==> config.mk <==
export PLATFORM = sky130hd
export DESIGN_NAME = axil_regfile_slave
export DESIGN_NICKNAME = d
export VERILOG_FILES = /design/src/rtl/axil_regfile_slave.sv
export SDC_FILE = /design/constraint.sdc
export NUM_CORES = 1
export LEC_CHECK = 0
export ABC_CLOCK_PERIOD_IN_PS = 14510
export BUFFER_PORTS_ARGS = -buffer_cell sky130_fd_sc_hd__buf_2
export CORE_MARGIN = 8
export CORE_UTILIZATION = 61
export DETAILED_ROUTE_END_ITERATION = 10
export PLACE_DENSITY = 0.8
export SYNTH_ARGS = -nofsm -noshare
export SYNTH_HDL_FRONTEND = slang
export SYNTH_SLANG_ARGS = --single-unit
==> constraint.sdc <==
create_clock -name clk -period 14.51 [get_ports clk]
set_input_delay 2.902 -clock clk [delete_from_list [all_inputs] [get_ports clk]]
set_output_delay 2.902 -clock clk [all_outputs]
set_load 0.03 [all_outputs]
==> src/rtl/axil_regfile_slave.sv <==
// AXI4-Lite slave register file: byte strobes, SLVERR for out-of-range indices, and valid/ready backpressure on B and R.
// Optional feature macro AXIL_WRCOUNT_EN: the last register becomes a read-only count of OKAY write commits.
module axil_regfile_slave #(
    parameter int DATA_WIDTH = 32,
    parameter int ADDR_WIDTH = 6,
    parameter int NUM_REGS   = 8
) (
    input  logic                    clk,
    input  logic                    rst,
    input  logic [ADDR_WIDTH-1:0]   awaddr,
    input  logic                    awvalid,
    output logic                    awready,
    input  logic [DATA_WIDTH-1:0]   wdata,
    input  logic [DATA_WIDTH/8-1:0] wstrb,
    input  logic                    wvalid,
    output logic                    wready,
    output logic [1:0]              bresp,
    output logic                    bvalid,
    input  logic                    bready,
    input  logic [ADDR_WIDTH-1:0]   araddr,
    input  logic                    arvalid,
    output logic                    arready,
    output logic [DATA_WIDTH-1:0]   rdata,
    output logic [1:0]              rresp,
    output logic                    rvalid,
    input  logic                    rready
);
    localparam int STRB_WIDTH = DATA_WIDTH / 8;
    localparam int LSB        = $clog2(STRB_WIDTH);
    localparam int IDX_WIDTH  = ADDR_WIDTH - LSB;
    localparam logic [IDX_WIDTH:0] NUM_REGS_W = (IDX_WIDTH + 1)'(NUM_REGS);
    localparam logic [1:0] RESP_OKAY   = 2'b00;
    localparam logic [1:0] RESP_SLVERR = 2'b10;

    logic                  aw_full_reg;
    logic [IDX_WIDTH-1:0]  aw_idx_reg;
    logic                  w_full_reg;
    logic [DATA_WIDTH-1:0] w_data_reg;
    logic [STRB_WIDTH-1:0] w_strb_reg;
    logic                  bvalid_reg;
    logic [1:0]            bresp_reg;
    logic                  rvalid_reg;
    logic [DATA_WIDTH-1:0] rdata_reg;
    logic [1:0]            rresp_reg;

    logic                  aw_hs;
    logic                  w_hs;
    logic                  ar_hs;
    logic                  commit;
    logic                  aw_in_range;
    logic                  ro_hit;
    logic                  wr_ok;
    logic [IDX_WIDTH-1:0]  ar_idx;
    logic                  ar_in_range;
    logic [DATA_WIDTH-1:0] read_value;
    logic [DATA_WIDTH-1:0] reg_value [NUM_REGS];

    // Sub-word address bits carry no meaning for a word-wide register file.
    generate
        if (LSB > 0) begin : g_unused
            logic unused_low_bits;
            assign unused_low_bits = ^{awaddr[LSB-1:0], araddr[LSB-1:0]};
        end
    endgenerate

    assign awready = !aw_full_reg && !rst;
    assign wready  = !w_full_reg && !rst;
    assign arready = !rvalid_reg && !rst;

    assign aw_hs = awvalid && awready;
    assign w_hs  = wvalid && wready;
    assign ar_hs = arvalid && arready;

    // A commit needs both halves of the write and a free B slot.
    assign commit      = aw_full_reg && w_full_reg && !bvalid_reg;
    assign aw_in_range = {1'b0, aw_idx_reg} < NUM_REGS_W;
    assign wr_ok       = aw_in_range && !ro_hit;

    assign ar_idx      = araddr[ADDR_WIDTH-1:LSB];
    assign ar_in_range = {1'b0, ar_idx} < NUM_REGS_W;

    assign bvalid = bvalid_reg;
    assign bresp  = bresp_reg;
    assign rvalid = rvalid_reg;
    assign rdata  = rdata_reg;
    assign rresp  = rresp_reg;

    always_ff @(posedge clk or posedge rst) begin
        if (rst) begin
            aw_full_reg <= 1'b0;
            aw_idx_reg  <= '0;
        end else if (commit) begin
            aw_full_reg <= 1'b0;
        end else if (aw_hs) begin
            aw_full_reg <= 1'b1;
            aw_idx_reg  <= awaddr[ADDR_WIDTH-1:LSB];
        end
    end

    always_ff @(posedge clk or posedge rst) begin
        if (rst) begin
            w_full_reg <= 1'b0;
            w_data_reg <= '0;
            w_strb_reg <= '0;
        end else if (commit) begin
            w_full_reg <= 1'b0;
        end else if (w_hs) begin
            w_full_reg <= 1'b1;
            w_data_reg <= wdata;
            w_strb_reg <= wstrb;
        end
    end

    always_ff @(posedge clk or posedge rst) begin
        if (rst) begin
            bvalid_reg <= 1'b0;
            bresp_reg  <= RESP_OKAY;
        end else if (commit) begin
            bvalid_reg <= 1'b1;
            bresp_reg  <= wr_ok ? RESP_OKAY : RESP_SLVERR;
        end else if (bvalid_reg && bready) begin
            bvalid_reg <= 1'b0;
        end
    end

`ifdef AXIL_WRCOUNT_EN
    localparam int RW_REGS = NUM_REGS - 1;
    logic [DATA_WIDTH-1:0] count_reg;

    assign ro_hit = aw_idx_reg == IDX_WIDTH'(NUM_REGS - 1);

    always_ff @(posedge clk or posedge rst) begin
        if (rst) begin
            count_reg <= '0;
        end else if (commit && wr_ok) begin
            count_reg <= count_reg + DATA_WIDTH'(1);
        end
    end

    assign reg_value[NUM_REGS-1] = count_reg;
`else
    localparam int RW_REGS = NUM_REGS;
    assign ro_hit = 1'b0;
`endif

    genvar gi;
    generate
        for (gi = 0; gi < RW_REGS; gi++) begin : g_reg
            logic [DATA_WIDTH-1:0] value_reg;
            logic                  hit;

            assign hit = commit && wr_ok && (aw_idx_reg == IDX_WIDTH'(gi));

            always_ff @(posedge clk or posedge rst) begin
                if (rst) begin
                    value_reg <= '0;
                end else if (hit) begin
                    for (int b = 0; b < STRB_WIDTH; b++) begin
                        if (w_strb_reg[b]) begin
                            value_reg[8*b +: 8] <= w_data_reg[8*b +: 8];
                        end
                    end
                end
            end

            assign reg_value[gi] = value_reg;
        end
    endgenerate

    // Out-of-range indices match no entry and therefore read as zero.
    always_comb begin
        read_value = '0;
        for (int i = 0; i < NUM_REGS; i++) begin
            if (ar_idx == IDX_WIDTH'(i)) begin
                read_value = reg_value[i];
            end
        end
    end

    always_ff @(posedge clk or posedge rst) begin
        if (rst) begin
            rvalid_reg <= 1'b0;
            rdata_reg  <= '0;
            rresp_reg  <= RESP_OKAY;
        end else if (ar_hs) begin
            rvalid_reg <= 1'b1;
            rdata_reg  <= ar_in_range ? read_value : '0;
            rresp_reg  <= ar_in_range ? RESP_OKAY : RESP_SLVERR;
        end else if (rvalid_reg && rready) begin
            rvalid_reg <= 1'b0;
        end
    end
endmodule

==> out/results.txt, run 1 <==
chip height: 173.3 um
Max-Cap Viols: 0
Resize count post-CTS: 0
Pwr Density: 164.1 nW/um^2
Peak Freq: 0.1553 GHz
combinational power share: 0.175
diodes inserted: 0
pre-CTS WS: 8.077 ns
clock buffers created by TritonCTS: 36
Cell Area, Placed: 15700 sq um
Initial Util: 0.6205
TritonCTS clock tree: built
Detailed Routing Iterations Pass 1: 5
crit path max fanout: 6
overall power: 0.002765 W
count of final setup violators: 0
Root Buffer: clkbuf_16
Clock Skews: 0.008916 ns
Final Max Slew Viols: 0
vias in the first global route: 10490
Switching Power: 0.0008181 W
core area: 24320 sq um
# rows: 57
critical path cell sequence: buf_2, nor2_1, buf_2
Area growth syn-to-layout: 11.69%
final worst slack: 8.071 ns
Post-synth EDFFs: 0
total number of vias: 9988
Sw Share: 0.2959
number of buffers added on ports: 89
commonest non-fill, non-tap cells in the layout: dfrtp_1 (334), mux2_2 (303), buf_2 (88)
Distinct cells, synth: 57
CTS Hold Bufs: 0
hpwl dp: 21850 um
DIE AREA: 30030 sq um
FF+latch area: 8358 sq um
Post-Layout Inst Area: 16850 sq um
minimum clock period: 6.439 ns
RSZ-0062 raised after global routing: no
Slowest Stage Delay on Critical Path: 0.23 ns
Lkg Pwr: 8.166 nW
WL/cell: 24.13 um
GRT Util Overall: 0.2478
status: completed
post-DR vias/cell: 6.461
Final ANT Viol Nets: 0
worst vdd ir: 123.0 uV
critical path capture point type: output pin
crit path max-delay cell type: buf_2
Worst Path Required: 11.61 ns
Setup Buffers After CTS: 0
fin crit share: 0.4437
CP Class: in2out
fill cell count: 1714
I/O pin count: 96
clock sink count: 334
GRT overflow: 0
final net count: 1253
post-route setup TNS: 0 ns
sequential area share after synthesis: 0.5539
register share of total power: 0.499
H-tree levels: 2
DRC: 0
fin util: 0.6930
Cells after Synth: 1130
Hold WC Path Type: reg2reg
Max-slew headroom: 0.2246
commonest non-fill, non-tap cell in the layout: dfrtp_1
Synth Cell Area: 15090 sq um
Critical Path AT: 3.54 ns
Clk pwr share: 0.326
Worst Max-Slew Pin Slew: 1.163 ns
first-pass GRT wire length: 58960 um
DIE WIDTH: 173.3 um
max reg flops: 256
Top FF cell, synth: dfrtp_1
final hold violations: 0
#FFs+latches synth: 334
Async SR Flop Fraction: 1.000
startpoint types: primary input
global placement routability congestion: 0.7799
clk slew on worst S/H paths: 0.06 ns
synth warn: 0
syn_area_per_cell: 13.35 sq um
Max clock buf depth: 3
area of the multi-input gates: 6346 sq um
CP Buf/Inv Count: 2
initial antenna violation count: 1
critical path's top delay family: buffers and inverters
clk_lat worst skew: 0.51 ns
most frequent cell on the critical path: buf_2
total routed wirelength: 37310 um
drt initial violations: 818
Pint: 0.001947 W
largest net degree at the start of global routing: 199
share of post-route cells with drive strength above 1: 0.4051
power by group through the flow:
stage	logic [W]	clock network [W]	registers, W
5_1_grt	0.000525	0.000954	0.00142
3_3_place_gp	0.000463	0	0.00137
6_report	0.000484	0.000900	0.00138
3_5_place_dp	0.000483	0	0.00139
4_1_cts	0.000487	0.000912	0.00138
2_1_floorplan	0.000367	0	0.00133
per-layer routing:
layer	up-vias	wire (um)	GRT usage	part of all wire
met5	-	12	0	0.00032
met4	2	1295	0.09702	0.035
met3	97	3267	0.06273	0.088
met2	403	17350	0.3892	0.46
met1	5148	15390	0.3268	0.41
li1	4338	-	-	-
cells in the mapped netlist, types with 5 or more instances:
cell type,n,area [sq um]
a211o_1,20,175.2
a211oi_1,19,142.6
a21oi_1,12,60.06
a221o_1,9,90.09
a221oi_1,8,70.07
a221oi_2,7,105.1
and2_1,7,43.79
buf_2,27,135.1
buf_4,8,60.06
clkbuf_1,29,108.9
dfrtp_1,334,8358
inv_1,8,30.03
mux2_1,5,56.30
mux2_2,303,3412
mux2i_1,48,480.5
nand2_1,79,296.5
nand2_2,8,50.05
nand3_1,13,65.06
nand3_2,12,120.1
nor2_1,17,63.81
nor3b_1,5,37.54
o2111ai_1,8,70.07
o211ai_1,6,45.04
o21ai_0,29,145.1
o221ai_1,9,78.83
o22a_1,15,131.4
o22ai_1,7,43.79
o2bb2ai_1,15,131.4
cell type report:
| class | instances | share of cell area |
|---|---|---|
| tap | 324 | 0.02405 |
| clock buffer | 50 | 0.06021 |
| multi-input combinational | 716 | 0.3765 |
| timing repair buffer | 100 | 0.03222 |
| clock inverter | 12 | 0.008389 |
| inverter | 10 | 0.002673 |
| sequential | 334 | 0.4959 |
path summary, 6_finish.rpt:
kind / from / to / slack (ns) / cells past startpoint
worst max-delay path: rst / arready / 8.07 / 3
worst min-delay path: g_reg[6].value_reg[7] / g_reg[6].value_reg[7] / 0.49 / 1
min in group asynchronous: rst / w_data_reg[2] / 2.66 / 2
worst max register to register: aw_idx_reg[3] / g_reg[0].value_reg[15] / 12.20 / 3
worst min register to register: g_reg[6].value_reg[7] / g_reg[6].value_reg[7] / 0.49 / 1
max in group asynchronous: rst / g_reg[1].value_reg[18] / 10.28 / 3
logic make-up after synthesis:
family	after synthesis	share of synthesized area
AO/OA/AOI/OAI	182	0.09528
buffers and inverters	81	0.02587
flip-flops	334	0.5539
multiplexers	356	0.2617
other	1	0.0002485
AND/OR/NAND/NOR	176	0.06302
per-stage QoR:
step                hold slack (ns)  std cells
finish                       0.4897       1546
global route                 0.4979       1546
CTS                          0.4918       1546
detailed placement           0.4774       1484
global placement             0.4615       1484
floorplan                    0.4587       1131
No activity file was read; power rests on OpenSTA's default activity.
==> run 2: changes to the inputs <==
==> config.mk (replaced) <==
export PLATFORM = sky130hd
export DESIGN_NAME = axil_regfile_slave
export DESIGN_NICKNAME = d
export VERILOG_FILES = /design/src/rtl/axil_regfile_slave.sv
export SDC_FILE = /design/constraint.sdc
export NUM_CORES = 1
export LEC_CHECK = 0
export ABC_CLOCK_PERIOD_IN_PS = 5300
export BUFFER_PORTS_ARGS = -buffer_cell sky130_fd_sc_hd__buf_2
export CORE_MARGIN = 8
export CORE_UTILIZATION = 55
export DETAILED_ROUTE_END_ITERATION = 10
export PLACE_DENSITY = 0.76
export SYNTH_ARGS = -nofsm -noshare
export SYNTH_HDL_FRONTEND = slang
export SYNTH_SLANG_ARGS = --single-unit
==> constraint.sdc (replaced) <==
create_clock -name clk -period 5.3 [get_ports clk]
set_input_delay 1.06 -clock clk [delete_from_list [all_inputs] [get_ports clk]]
set_output_delay 1.06 -clock clk [all_outputs]
set_load 0.03 [all_outputs]
==> run 2 against run 1 <==
Compared with the run above:
- sequential share of layout area down 0.27 points
- global-route usage down 2.1 points
- hold slack better by 0.00077 ns
- via count down 1.3%
- design area up 0.55%
- critical endpoint is now rdata[6]
- largest cell class unchanged
- largest power group unchanged
==> out/results.txt, run 2 (synthesized netlist as in run 1, its figures left out) <==
clk_lat worst skew: 0.51 ns (about the same)
startpoint types: primary input
DIE WIDTH: 181.6 um (+4.8%)
minimum clock period: 3.118 ns
CTS Hold Bufs: 0 (unchanged)
core area: 26950 sq um (+11%)
Worst Path Required: 5.74 ns (-5.87 ns)
Worst Max-Slew Pin Slew: 1.151 ns (-0.01209 ns)
# rows: 60 (+5.3%)
diodes inserted: 0 (unchanged)
H-tree levels: 2 (unchanged)
first-pass GRT wire length: 59020 um (about the same)
Max-slew headroom: 0.2327 (+0.008062)
Detailed Routing Iterations Pass 1: 5 (unchanged)
Max-Cap Viols: 0 (unchanged)
largest net degree at the start of global routing: 132 (-34%)
GRT overflow: 0 (unchanged)
Switching Power: 0.002233 W (+170%)
Resize count post-CTS: 0 (unchanged)
Final Max Slew Viols: 0 (unchanged)
Root Buffer: clkbuf_16
vias in the first global route: 10360 (-1.2%)
fin cells: 1568 (+1.4%)
max reg flops: 256 (unchanged)
count of final setup violators: 0 (unchanged)
status: completed
Hold WC Path Type: reg2reg
Critical Path AT: 3.56 ns (+0.02 ns)
register share of total power: 0.496 (-0.003)
share of post-route cells with drive strength above 1: 0.4075 (+0.002424)
crit path max fanout: 47 (+41)
global placement routability congestion: 0.7961 (+2.1%)
DIE AREA: 32990 sq um (+9.9%)
Final ANT Viol Nets: 0 (unchanged)
number of buffers added on ports: 89 (unchanged)
Initial Util: 0.5599 (-0.06058)
TritonCTS clock tree: built
worst reg2reg setup slack: 2.98 ns (-9.22 ns)
clock buffers created by TritonCTS: 36 (unchanged)
DRC: 0 (unchanged)
Peak Freq: 0.3207 GHz
commonest non-fill, non-tap cells in the layout: dfrtp_1 (334), mux2_2 (303), buf_2 (88)
final net count: 1256 (+0.24%)
Hold WS: 0.4905 ns (+0.0007710 ns)
post-route setup TNS: 0 ns (unchanged)
total number of vias: 9857 (-1.3%)
GRT Util Overall: 0.2266 (-0.02124)
Inst Count DP: 1504 (+1.3%)
Sw Share: 0.2933 (-0.002548)
fill cell count: 2073 (+21%)
I/O pin count: 96 (unchanged)
RR Startpoint: rvalid
Clk pwr share: 0.331 (+0.005)
Worst Hold Depth: 2 (+1)
reg2reg end: rdata[7]
Pwr Density: 449.3 nW/um^2 (+170%)
end of the worst hold path: rdata[28]
worst vdd ir: 382.4 uV (+210%)
drt initial violations: 783 (-4.3%)
final hold violations: 0 (unchanged)
Worst Reg-to-Reg Cells: 4 (+1)
CP Class: in2reg
clk slew on worst S/H paths: 0.06 ns (about the same)
Lkg Pwr: 8.202 nW (+0.44%)
Pint: 0.005380 W (+180%)
RSZ-0062 raised after global routing: no
fin crit share: 0.5883
Max clock buf depth: 3 (unchanged)
WL/cell: 23.87 um (-1.1%)
clock sink count: 334 (unchanged)
hold path start: rdata[28]
commonest non-fill, non-tap cell in the layout: dfrtp_1
critical path capture point type: flip-flop
Clock Skews: 0.01177 ns (+0.002857 ns)
Setup Buffers After CTS: 0 (unchanged)
Area growth syn-to-layout: 12.31%
hpwl dp: 22760 um (+4.2%)
combinational power share: 0.174 (about the same)
total routed wirelength: 37420 um (+0.29%)
chip height: 181.6 um (+4.8%)
initial antenna violation count: 0 (-1)
post-DR vias/cell: 6.286 (-2.7%)
## run 2: cell types whose count changed in the layout (fill, tap and decap cells not counted)
| cell | previous run | this run |
|---|---|---|
| bufinv_16 | 3 | 2 |
| clkinv_2 | 7 | 5 |
| inv_6 | 1 | 0 |
| inv_8 | 1 | 0 |
| buf_4 | 11 | 13 |
| clkbuf_8 | 4 | 11 |
| buf_12 | 1 | 2 |
## run 2: worst max-delay path by stage
| stage | startpoint | end | slack [ns] | depth (start not counted) |
|---|---|---|---|---|
| CTS | araddr[3] | rdata[10] | 2.21 | 5 |
| finish | araddr[3] | rdata[6] | 2.18 | 5 |
| floorplan | rst | aw_full_reg | -0.22 | 1 |
| detailed placement | araddr[3] | rdata[10] | 1.67 | 5 |
| global placement | araddr[3] | rdata[18] | 1.75 | 5 |
| global route | araddr[3] | rdata[11] | 2.10 | 5 |
## run 2: metal layers
metal  share of wire  GRT usage
met3           0.069    0.04551
met5               0          0
met1            0.44     0.3134
met2            0.46     0.3546
met4           0.028    0.07347
## run 2: final cells by class
type                       instances  area (sq um)  area share
sequential                       334          8358      0.4932
multi-input combinational        716          6346      0.3745
clock buffer                      57          1111     0.06556
timing repair buffer             103         578.1     0.03411
tap                              341         426.7     0.02518
clock inverter                     7         85.08    0.005021
inverter                          10         41.29    0.002436
## run 2: worst max-delay path, cell delays in order
cell	delay, ns
buf_2	0.77
nand2b_1	0.98
o2bb2ai_1	0.25
a221oi_2	0.33
a211o_1	0.13
## run 2: metrics by stage
step	setup WS (ns)	instance area [sq um]	total power [W]	util
6_report	2.182	16950	0.007614	0.6288
5_1_grt	2.099	16950	0.007975	0.6288
4_1_cts	2.213	16950	0.007655	0.6288
2_1_floorplan	-0.2226	15100	0.004656	-
3_3_place_gp	1.747	15750	0.005040	0.5844
3_5_place_dp	1.670	15750	0.005128	0.5844
## run 2: power by group through the flow
stage / clock network (W) / logic [W] / registers [W]
2_1_floorplan: 0 / 0.00100 / 0.00365
3_3_place_gp: 0 / 0.00128 / 0.00376
3_5_place_dp: 0 / 0.00132 / 0.00380
4_1_cts: 0.00256 / 0.00133 / 0.00377
5_1_grt: 0.00266 / 0.00144 / 0.00388
6_report: 0.00252 / 0.00132 / 0.00377
